**src/rtl/bus_requester.sv**
```systemverilog
// bus_requester: queues core commands and issues them one at a time on a shared bus.
//
// Commands accepted on cmd_valid/cmd_ready go into a FIFO of FIFO_DEPTH entries. The
// FSM (IDLE -> REQ -> WAIT_ACK) raises req and holds it until the arbiter grants.
// In the grant cycle it drives the address phase combinationally and pops the head.
// It then waits for an ack tagged with CORE_ID and returns a one-cycle resp_valid
// pulse. Invalidates need no ack and complete on the cycle after the grant.
//
// Optional feature macro: BUS_REQUESTER_TIMEOUT_EN. When it is defined, the ack wait
// is bounded to TIMEOUT cycles and a timeout completes with resp_err=1. When it is
// undefined, the ack wait is unbounded and resp_err is tied low.
//
// Ports:
//   clk, rst                      clock, asynchronous active-high reset
//   cmd_valid/ready/op/addr/wdata command push interface from the core
//   req, gnt                      arbiter request / combinational grant
//   bus_valid/op/id/addr/wdata    address phase (all zero outside the grant cycle)
//   bus_ack/ack_id/rdata          response phase from the responder
//   resp_valid/rdata/err          completion pulse back to the core
module bus_requester #(
  parameter int unsigned CORE_ID    = 0,
  parameter int unsigned FIFO_DEPTH = 2,
  parameter int unsigned TIMEOUT    = 15
) (
  input  logic        clk,
  input  logic        rst,
  input  logic        cmd_valid,
  output logic        cmd_ready,
  input  logic [1:0]  cmd_op,
  input  logic [31:0] cmd_addr,
  input  logic [31:0] cmd_wdata,
  output logic        req,
  input  logic        gnt,
  output logic        bus_valid,
  output logic [1:0]  bus_op,
  output logic [1:0]  bus_id,
  output logic [31:0] bus_addr,
  output logic [31:0] bus_wdata,
  input  logic        bus_ack,
  input  logic [1:0]  bus_ack_id,
  input  logic [31:0] bus_rdata,
  output logic        resp_valid,
  output logic [31:0] resp_rdata,
  output logic        resp_err
);

  localparam int unsigned PtrW = $clog2(FIFO_DEPTH);
  localparam int unsigned CntW = PtrW + 1;
  localparam logic [CntW-1:0] Full = CntW'(FIFO_DEPTH);
  localparam logic [1:0] Id = 2'(CORE_ID);

  localparam logic [1:0] OpRead  = 2'b00;
  localparam logic [1:0] OpWrite = 2'b01;
  localparam logic [1:0] OpInval = 2'b10;

  // Elaboration-time parameter range checks.
  if (FIFO_DEPTH < 2 || FIFO_DEPTH > 8 || (FIFO_DEPTH & (FIFO_DEPTH - 1)) != 0) begin : gen_bad_depth
    $error("bus_requester: FIFO_DEPTH must be a power of two in 2..8");
  end
  if (TIMEOUT < 1 || TIMEOUT > 255) begin : gen_bad_timeout
    $error("bus_requester: TIMEOUT must be in 1..255");
  end
  if (CORE_ID > 3) begin : gen_bad_id
    $error("bus_requester: CORE_ID must fit in 2 bits");
  end

  typedef enum logic [1:0] {StIdle, StReq, StWaitAck} state_e;

  state_e          state_q, state_d;
  logic [65:0]     mem [FIFO_DEPTH];
  logic [PtrW-1:0] wr_ptr_q, rd_ptr_q;
  logic [CntW-1:0] count_q;
  logic            push, pop, fifo_empty;
  logic [1:0]      head_op, eff_op;
  logic [31:0]     head_addr, head_wdata;
  logic            is_write_q, is_write_d;
  logic            resp_valid_q, resp_valid_d;
  logic [31:0]     resp_rdata_q, resp_rdata_d;
  logic            ack_match;

  // ---------------------------------------------------------------- command FIFO
  // Ready is based on the registered count, so a pop in a full cycle does not admit
  // a push in that same cycle.
  assign cmd_ready  = (count_q != Full);
  assign push       = cmd_valid & cmd_ready;
  assign fifo_empty = (count_q == '0);

  assign head_op    = mem[rd_ptr_q][65:64];
  assign head_addr  = mem[rd_ptr_q][63:32];
  assign head_wdata = mem[rd_ptr_q][31:0];
  // Reserved opcode behaves as a read.
  assign eff_op     = (head_op == 2'b11) ? OpRead : head_op;

  always_ff @(posedge clk) begin
    if (push) begin
      mem[wr_ptr_q] <= {cmd_op, cmd_addr, cmd_wdata};
    end
  end

  // Depth is a power of two, so the pointers wrap naturally.
  always_ff @(posedge clk or posedge rst) begin
    if (rst) begin
      wr_ptr_q <= '0;
      rd_ptr_q <= '0;
      count_q  <= '0;
    end else begin
      if (push) wr_ptr_q <= wr_ptr_q + PtrW'(1);
      if (pop)  rd_ptr_q <= rd_ptr_q + PtrW'(1);
      case ({push, pop})
        2'b10:   count_q <= count_q + CntW'(1);
        2'b01:   count_q <= count_q - CntW'(1);
        default: count_q <= count_q;
      endcase
    end
  end

  assign ack_match = bus_ack && (bus_ack_id == Id);

`ifdef BUS_REQUESTER_TIMEOUT_EN
  localparam logic [7:0] TmoLast = 8'(TIMEOUT - 1);
  logic [7:0] tmo_cnt_q, tmo_cnt_d;
  logic       resp_err_q, resp_err_d;
  logic       tmo_hit;

  // Zero outside WAIT_ACK, so it is already clear on entry.
  assign tmo_cnt_d = (state_q == StWaitAck) ? tmo_cnt_q + 8'd1 : 8'd0;
  // True in the last allowed wait cycle; an ack in that cycle still takes priority.
  assign tmo_hit   = (tmo_cnt_q == TmoLast);

  always_ff @(posedge clk or posedge rst) begin
    if (rst) begin
      tmo_cnt_q  <= 8'd0;
      resp_err_q <= 1'b0;
    end else begin
      tmo_cnt_q  <= tmo_cnt_d;
      resp_err_q <= resp_err_d;
    end
  end
  assign resp_err = resp_err_q;
`else
  assign resp_err = 1'b0;
`endif

  // ---------------------------------------------------------------- FSM
  always_comb begin
    state_d      = state_q;
    req          = 1'b0;
    bus_valid    = 1'b0;
    bus_op       = 2'b00;
    bus_id       = 2'b00;
    bus_addr     = 32'd0;
    bus_wdata    = 32'd0;
    pop          = 1'b0;
    is_write_d   = is_write_q;
    resp_valid_d = 1'b0;
    resp_rdata_d = 32'd0;
`ifdef BUS_REQUESTER_TIMEOUT_EN
    resp_err_d   = 1'b0;
`endif
    case (state_q)
      StIdle: begin
        if (!fifo_empty) state_d = StReq;
      end
      StReq: begin
        req = 1'b1;
        if (gnt) begin
          bus_valid = 1'b1;
          bus_op    = eff_op;
          bus_id    = Id;
          bus_addr  = head_addr;
          bus_wdata = (eff_op == OpWrite) ? head_wdata : 32'd0;
          pop       = 1'b1;
          if (eff_op == OpInval) begin
            // No response phase: complete on the next cycle with zero data.
            resp_valid_d = 1'b1;
            state_d      = StIdle;
          end else begin
            is_write_d = (eff_op == OpWrite);
            state_d    = StWaitAck;
          end
        end
      end
      StWaitAck: begin
        if (ack_match) begin
          resp_valid_d = 1'b1;
          resp_rdata_d = is_write_q ? 32'd0 : bus_rdata;
          state_d      = fifo_empty ? StIdle : StReq;
        end
`ifdef BUS_REQUESTER_TIMEOUT_EN
        else if (tmo_hit) begin
          resp_valid_d = 1'b1;
          resp_err_d   = 1'b1;
          state_d      = fifo_empty ? StIdle : StReq;
        end
`endif
      end
      default: state_d = StIdle;
    endcase
  end

  always_ff @(posedge clk or posedge rst) begin
    if (rst) begin
      state_q      <= StIdle;
      is_write_q   <= 1'b0;
      resp_valid_q <= 1'b0;
      resp_rdata_q <= 32'd0;
    end else begin
      state_q      <= state_d;
      is_write_q   <= is_write_d;
      resp_valid_q <= resp_valid_d;
      resp_rdata_q <= resp_rdata_d;
    end
  end

  assign resp_valid = resp_valid_q;
  assign resp_rdata = resp_rdata_q;

endmodule

```
**config.mk**
```make
export PLATFORM = sky130hd
export DESIGN_NAME = bus_requester
export DESIGN_NICKNAME = d
export VERILOG_FILES = /design/src/rtl/bus_requester.sv
export SDC_FILE = /design/constraint.sdc
export NUM_CORES = 1
export LEC_CHECK = 0
export CORE_MARGIN = 2
export CORE_UTILIZATION = 41
export CTS_CLUSTER_DIAMETER = 100
export DETAILED_ROUTE_END_ITERATION = 8
export GPL_ROUTABILITY_DRIVEN = 0
export PLACE_DENSITY = 0.84
export SLEW_MARGIN = 10
export SYNTH_ARGS = -nofsm -noshare
export SYNTH_HDL_FRONTEND = slang
export SYNTH_SLANG_ARGS = --single-unit
```
**constraint.sdc**
```tcl
create_clock -name clk -period 3.6 [get_ports clk]
set_input_delay 0.72 -clock clk [delete_from_list [all_inputs] [get_ports clk]]
set_output_delay 0.72 -clock clk [all_outputs]
set_load 0.05 [all_outputs]
```
## Word level (Yosys, flattened, before mapping)

Memories as Yosys holds them, arrays and structs flattened.
Index checks and enable logic that the tools add are counted.

| storage, ports and cells | value |
|---|---|
| bits in registers | 40 |
| bits in writable memories | 132 |
| output and inout bits | 105 |
| memories kept | 1 |
| word-level logic and storage cells | 59 |
| input port bits | 105 |

Memory list:

| name | words | width | read ports | clocked after memory_dff | wr ports | line | RTL |
|---|---|---|---|---|---|---|---|
| mem | 2 | 66 | 1 | 0 | 1 | 70 | `logic [65:0] mem [FIFO_DEPTH];` |

| cells by class | value |
|---|---|
| reduce and logical (&&, ||, !) cells | 7 |
| multiplexer cells | 27 |
| equal/unequal tests | 11 |
| add/subtract/negate cells | 4 |
| bitwise operators | 2 |

Operators by type and width:

| cell | count |
|---|---|
| two-way mux 32 bit | 8 |
| two-way mux 2 bit | 7 |
| two-way mux 1 bit | 9 |
| == test 2 bit, second input constant | 4 |
| != test 2 bit, second input constant | 4 |
| == test 2 x 1 -> 1 bit, second input constant | 3 |
| zero test 2 bit | 3 |
| one-hot mux 2 bit (3 select lines) | 1 |
| AND reduction 3 bit | 2 |
| one-hot mux 2 bit (2 select lines) | 1 |
| adder 1 bit, second input constant | 2 |
| adder 2 x 1 -> 2 bit, second input constant | 1 |
| one-hot mux 1 bit (2 select lines) | 1 |
| nonzero test 2 bit | 1 |
| subtractor 2 x 1 -> 2 bit, second input constant | 1 |
| AND 1 bit | 1 |
| logical AND 1 bit | 1 |
| NOT 1 bit | 1 |

## Depth between registers and ports, before layout

An unclocked memory read counts as a cell.

| depth | value |
|---|---|
| word-level depth | 7 |
| mapped depth | 8 |
| gate-level depth less buffers | 8 |

## Worst setup path after synthesis

No wires, ideal clock.

| timing | value |
|---|---|
| path type | register to register |
| start | register count_q[0] |
| end | memory mem[0][0] (enable) |
| setup slack | -0.749 ns |
| setup time | 0.491 ns |
| period minus slack after synthesis | 4.349 ns |
| data required time | 3.109 ns |
| path buffers | 0 |
| data arrival time | 3.858 ns |
| stages on the path, launching flop included | 4 |
| cells stage by stage | dfrtp_1 nand2b_1 nand2_1 nor2_1 |

| on the way | value |
|---|---|
| cells in the longest elaborated chain, start to end | 4 |

RTL lines:

| element | line | RTL |
|---|---|---|
| from (decl) | 72 | `logic [CntW-1:0] count_q;` |
| from (signal assigned) | 110 | `2'b10: count_q <= count_q + CntW'(1);` |
| from (signal assigned) | 111 | `2'b01: count_q <= count_q - CntW'(1);` |
| from (signal assigned) | 112 | `default: count_q <= count_q;` |
| != test 2 bit | 84 | `assign cmd_ready = (count_q != Full);` |
| net cmd_ready | 28 | `output logic cmd_ready,` |
| AND 1 bit | 85 | `assign push = cmd_valid & cmd_ready;` |
| two-way mux 1 bit | 95 | `if (push) begin` |
| two-way mux 1 bit (implied by the code) | 96 | `mem[wr_ptr_q] <= {cmd_op, cmd_addr, cmd_wdata};` |
| to (decl) | 70 |  |

The timed path passes the listed nets, and every way through them passes these cells.

## Worst setup path after layout

| timing | value |
|---|---|
| start | input port gnt |
| end | output port bus_wdata[19] |

| on the way | value |
|---|---|
| cells in the longest elaborated chain, start to end | 2 |

RTL lines:

| element | line | RTL |
|---|---|---|
| from (decl) | 33 | `input logic gnt,` |
| two-way mux 32 bit | 166 | `if (gnt) begin` |
| two-way mux 32 bit | 160 | `case (state_q)` |
| to (decl) | 38 | `output logic [31:0] bus_wdata,` |

Every way passes these cells.

==> flow_summary.ini <==
[sta]
setup_tns_ns = 0
fin_crit_sh_pct = 82.58
finalSetupViolCount = 0
worst_margin_slew_ns = 0.6142
post_route_worst_setup_slack_ns = 0.6272
achievable-frequency_ghz = 0.3364
total_count_of_max_transition_violations_in_the_final_report = 0
maxSlewHeadroom_pct = 59.01
setup_repair_after_global_routing_missed_its_margin = false
timing.final.crit_period_ns = 2.973
finClkSkew_ns = 0.007543
hold_violations = 0

[floorplanning]
ios = 210
fp.dieArea_sq_um = 16750
core_sq_um = 15260
starting_density_of_the_core_pct = 42.26
std_cell_rows = 45
die_height_um = 129.4
die_x_um = 129.4

[routing]
drt-pass1-iter-count = 4
detailedRoute.firstIterationViolations = 240
total_via_count_after_detailed_routing = 3950
drc_violation_count_after_routing = 0
detail_route.wl_per_cell_um = 16.98
route.final.wire_length_um = 14230
postRouteAntennaNets = 0
post_detailed_route_via_to_cell_ratio = 4.714

[worst_setup_path]
crit_path_start_kind = input port
worstSetupPathType = in -> out
critical_path.cell_chain = clkdlybuf4s50_1, nand2_1, inv_1, o21ai_2, buf_4, nor2_1, buf_12
cp.required_ns = 2.88
worst_setup_path_startpoint = gnt
timing.critical_path.to_type = output port
worst_path_max_delay_cell = clkdlybuf4s50_1
max_stage_delay_ns = 0.49
reg2reg_start = count_q[0]
critical_path_peak_fanout = 34
timing.critical_path.arrival_ns = 2.25

[clock_tree]
holdBufCountCts = 0
cts-root-buf = clkbuf_16
tritoncts = built
cts_setup_buffers = 0
clock_path_buffers = 2
cts_sinks = 172
ctsResizeCount = 0
cts_max_level = 4
worstSkewPairLatency_ns = 0.42
clk_pin_slew_ns = 0.06
numCtsBuffers = 17

[final_layout]
post_route_cells_drive_above_1_share_pct = 17.28
area.sequential_sq_um = 4969
layout.filler_cells = 1043
area_growth_pct = 55.74
finish.utilization_pct = 65.82
multi_input_area_sq_um = 1379
design.final.nets = 722
fin_area_sq_um = 10040

[global_route]
grt_pass1_wl_um = 21720
grt_max_degree = 67
number_of_antenna_violations_at_the_first_check_in_global_routing = 2
overflow = 0
grt_util_all_layers_pct = 17.30
number_of_global_route_vias_before_repair = 4242

[worst_hold_path]
timing.hold.worst.start = count_q[1]
holdCritPathClass = reg -> reg

[run]
drv.max_cap_violation_count = 0

[power]
power.density_nw_per_um2 = 685.0
power.leakage_nw = 3.936
irDropWorstVdd_mv = 0.3791
finalPower_mw = 6.880

[synth]
synth_fa_ha_area_share_pct = 0.9701
syn_area_sq_um = 6449
synthesis.instances = 396
share_of_synthesized_area_occupied_by_flip_flops_and_latches_pct = 76.99
yosys.area_share.xor_xnor_pct = 0.6791
synth_cell_type_count = 28
synth.yosys.warnings = 0
yosys-mux-area-fraction_pct = 10.26
complex_gate_fraction_of_the_synthesized_area_pct = 0.6985
synth_top_family_by_area = multiplexers
synthSimpleGateAreaFrac_pct = 8.401
flops_latches_synth = 172
postSynthAreaPerCell_sq_um = 16.28

[place]
placement.cell_area_sq_um = 9442
dp_hpwl_um = 9998
placement.setup.worst_slack_ns = 0.6204
io_buffers = 206

[status]
status = complete, no violations
==> synthesized netlist by cell type <==
cell | number | area (sq um)
buf_2 | 7 | 35.03
clkbuf_1 | 10 | 37.54
or4b_1 | 1 | 10.01
xor2_1 | 1 | 8.760
mux2i_1 | 65 | 650.6
edfxtp_1 | 132 | 3964
nand4bb_1 | 1 | 11.26
and2_1 | 32 | 200.2
o21ai_0 | 2 | 10.01
a21boi_0 | 1 | 7.510
nor2_1 | 68 | 255.2
xnor2_1 | 4 | 35.03
a222oi_1 | 1 | 10.01
dfrtp_1 | 40 | 1001
o21ai_1 | 1 | 5.000
or3b_1 | 1 | 8.760
and3_1 | 1 | 6.260
a21oi_1 | 1 | 5.000
conb_1 | 1 | 3.750
and3b_1 | 2 | 17.52
nor3b_1 | 2 | 15.01
nand2b_1 | 1 | 6.260
o31ai_1 | 1 | 7.510
inv_1 | 8 | 30.03
nand2_1 | 3 | 11.26
mux2_1 | 1 | 11.26
buf_4 | 3 | 22.52
ha_1 | 5 | 62.56
==> routing by layer <==
layer | GRT usage, % | wire length (um) | up-vias | share of wire (%)
met5 | 0 | 0 | - | 0
met4 | 6.705 | 218 | 0 | 1.5
met3 | 6.276 | 1299 | 20 | 9.1
met2 | 30.96 | 7459 | 160 | 52
met1 | 18.75 | 5249 | 1930 | 37
li1 | - | - | 1840 | -
==> state kept, by name (all words and copies together) (netlist names) <==
register,flops
count_q,2
wr_ptr_q,1
is_write_q,1
state_q,2
resp_valid,1
rd_ptr_q,1
resp_rdata,32
mem,132
==> where the power goes <==
group / switching, mW / total [mW] / internal, mW
logic: 1.29 / 2.27 / 0.977
clock network: 0.737 / 1.83 / 1.09
registers: 0.182 / 2.78 / 2.60
total: 2.21 / 6.88 / 4.67
==> kinds of logic (layout without fill, tap and decap cells) <==
group	count (synthesis)	after routing
other cells	1	5
simple gates	112	112
flops	172	172
xor+xnor	5	5
mux	66	66
fa+ha+maj	5	5
buf+inv	28	255
compound gates	7	7
==> cells in the final DEF (no fill, tap or decap), types with 2 or more instances in the layout <==
cell type        instances
clkdlybuf4s50_1        139
edfxtp_1               132
nor2_1                  67
buf_12                  67
mux2i_1                 65
dfrtp_1                 39
and2_1                  32
clkbuf_16               17
buf_4                    9
inv_1                    8
ha_1                     5
xnor2_1                  4
nand2_1                  3
conb_1                   3
clkinv_1                 3
bufinv_16                3
diode_2                  2
o21ai_0                  2
and3b_1                  2
nor3b_1                  2
clkinvlp_4               2
clkinv_4                 2
inv_6                    2
==> critical path: cells and delay by family <==
| kind | cells | cell delay [ns] |
|---|---|---|
| AO/OA/AOI/OAI | 1 | 0.08 |
| buffers and inverters | 4 | 1.09 |
| AND/OR/NAND/NOR | 2 | 0.34 |
==> final timing paths <==
path                                       end  slack [ns]  depth (start not counted)
worst max-delay path             bus_wdata[19]        0.63                          7
worst min-delay path                count_q[1]        0.52                          1
worst max register to register      mem[1][27]        1.69                          3
worst min register to register      count_q[1]        0.52                          1
max in group asynchronous       resp_rdata[26]        2.18                          3
min in group asynchronous       resp_rdata[17]        0.67                          2
==> stage by stage <==
stage | cells | hold WS, ns
2_1_floorplan | 398 | 0.4681
6_report | 838 | 0.5174
3_5_place_dp | 804 | 0.4980
4_1_cts | 836 | 0.5148
5_1_grt | 836 | 0.5545
3_3_place_gp | 804 | 0.4907
==> layout make-up <==
class	instances	area share [%]
Tap cell	211	2.629
Sequential cell	172	49.47
Clock inverter	14	1.669
Multi-Input combinational cell	198	13.73
Inverter	8	0.2990
Timing Repair Buffer	215	27.88
Clock buffer	18	4.273
Antenna cell	2	0.04983
No activity file was read; power rests on OpenSTA's default activity.
==> edit (same flow settings) <==
The 3 states of `state_e` get a one-hot encoding in 3 bits.
--- a/src/rtl/bus_requester.sv
+++ b/src/rtl/bus_requester.sv
@@ -66,3 +66,3 @@
 
-  typedef enum logic [1:0] {StIdle, StReq, StWaitAck} state_e;
+  typedef enum logic [2:0] {StIdle = 3'b001, StReq = 3'b010, StWaitAck = 3'b100} state_e;
 
Function: no difference found for any inputs over 4 cycles, from zero or initial values and one cycle with rst high; so few cycles prove little.
==> edit against the unedited design <==
Total power decreased by 9.6%; worst setup slack lost 0.0054 ns; wire length is 2.2% lower; sequential cell count is 1 higher; final area decreased by 0.52%; non-clock buffer count is 2 lower; combinational power down 30%; critical endpoint is now bus_wdata[15]; synthesized area is 0.49% higher; global-route usage decreased by 0.17 points; core utilization is 0.59 points lower; count of clock-buffer cells in the layout fell by 1.
==> edit: results (changes against the unedited design) <==
met2 routed WL=7440 µm (-0.25%); hold path startpoint=count_q[1]; Layout Nets=714 (-1.1%); clock transition at the registers of the reported paths=0.06 ns (about the same); max incr delay on CP=0.52 ns (+0.03 ns); most area-consuming cells after synthesis=edfxtp_1 61%, dfrtp_1 15%, mux2i_1 9.9%, nor2_1 4.0%, and2_1 3.1%; vias per cell=4.76 (+0.90%); placed cell area=0.00940 mm² (-0.42%); XOR/XNOR share of the synthesized area=0.811% (+0.13 points); WL/cell=16.7 µm (-1.5%); Crit path arrival time=approximately 2.3 ns; top cells by count, synth=132 x edfxtp_1, 69 x nor2_1, 64 x mux2i_1; ANT cells=0 (-2); synth unique cells=34 (+21%); HPWL Detailed=9560 µm (-4.3%); GRT Util Overall=17.1% (-0.17 points); Biggest register=mem; Final Skew=0.00984 ns (+0.00229 ns); WHS Path Cells=1 (unchanged); DP Worst Slack=0.610 ns (-0.0109 ns); metal3 WL=1070 µm (-18%); DR iter-0 viols=189 (-21%); status=complete, no violations; Post-synth EDFFs=132 (unchanged); Async S/R FF share, synth=23.7% (+0.44 points); layout cells sized above 1=18.7% (+1.4 points); static leakage=0.00386 µW (-1.9%); post-synthesis mux area share=9.89% (-0.38 points); Sw Ratio=30.8% (-1.4 points); R2R Path Start=state_q[1]; met3 usage=5.21% (-1.1 points); initial antenna violation count=0 (-2); first-pass GRT wire length=21700 µm (-0.16%); setup TNS=0 ns (unchanged); relative slew slack=48.2% (-11 points); M2 GR Usage=31.1% (+0.12 points); compound-gate portion of the synthesized area=0.637% (-0.061 points); vias in the first global route=4252 (+0.24%); crit path from=gnt; register area share after synthesis=77.0% (about the same); met1 wire length=5170 µm (-1.5%); WL final=13900 µm (-2.2%); Clock Latency Late Sink=0.42 ns (about the same); Max-Cap Viols=0 (unchanged); met1 GRT Util=18.9% (+0.13 points); cells after synthesis=395 (-0.25%); Adder-Cell Fraction of Synth Area=0.193% (-0.78 points); placed insts=800 (-0.50%); Peak VDD IR=0.425 mV (+12%)
==> edit: final timing paths <==
check | slack, ns | to
max | 0.62 | bus_wdata[15]
min | 0.50 | count_q[1]
max reg2reg | 1.79 | resp_rdata[10]
min reg2reg | 0.50 | count_q[1]
max in group asynchronous | 2.49 | state_q[0]
min in group asynchronous | 0.73 | rd_ptr_q
==> edit: power groups by stage <==
stage / logic (µW) / registers [µW] / clock network, µW
2_1_floorplan: 1060 / 2760 / 0
3_3_place_gp: 1590 / 2810 / 0
3_5_place_dp: 1630 / 2850 / 0
4_1_cts: 1640 / 2810 / 1870
5_1_grt: 1710 / 2840 / 1950
6_report: 1600 / 2800 / 1810
==> edit: final cells by class <==
cell class	instances	area, µm²
inverters	5	18.8
multi-input cells	198	1360
well taps	211	264
fillers	1053	5320
flip-flops and latches	173	4990
clock buffers	17	425
repair buffers	213	2760
clock inverters	15	164
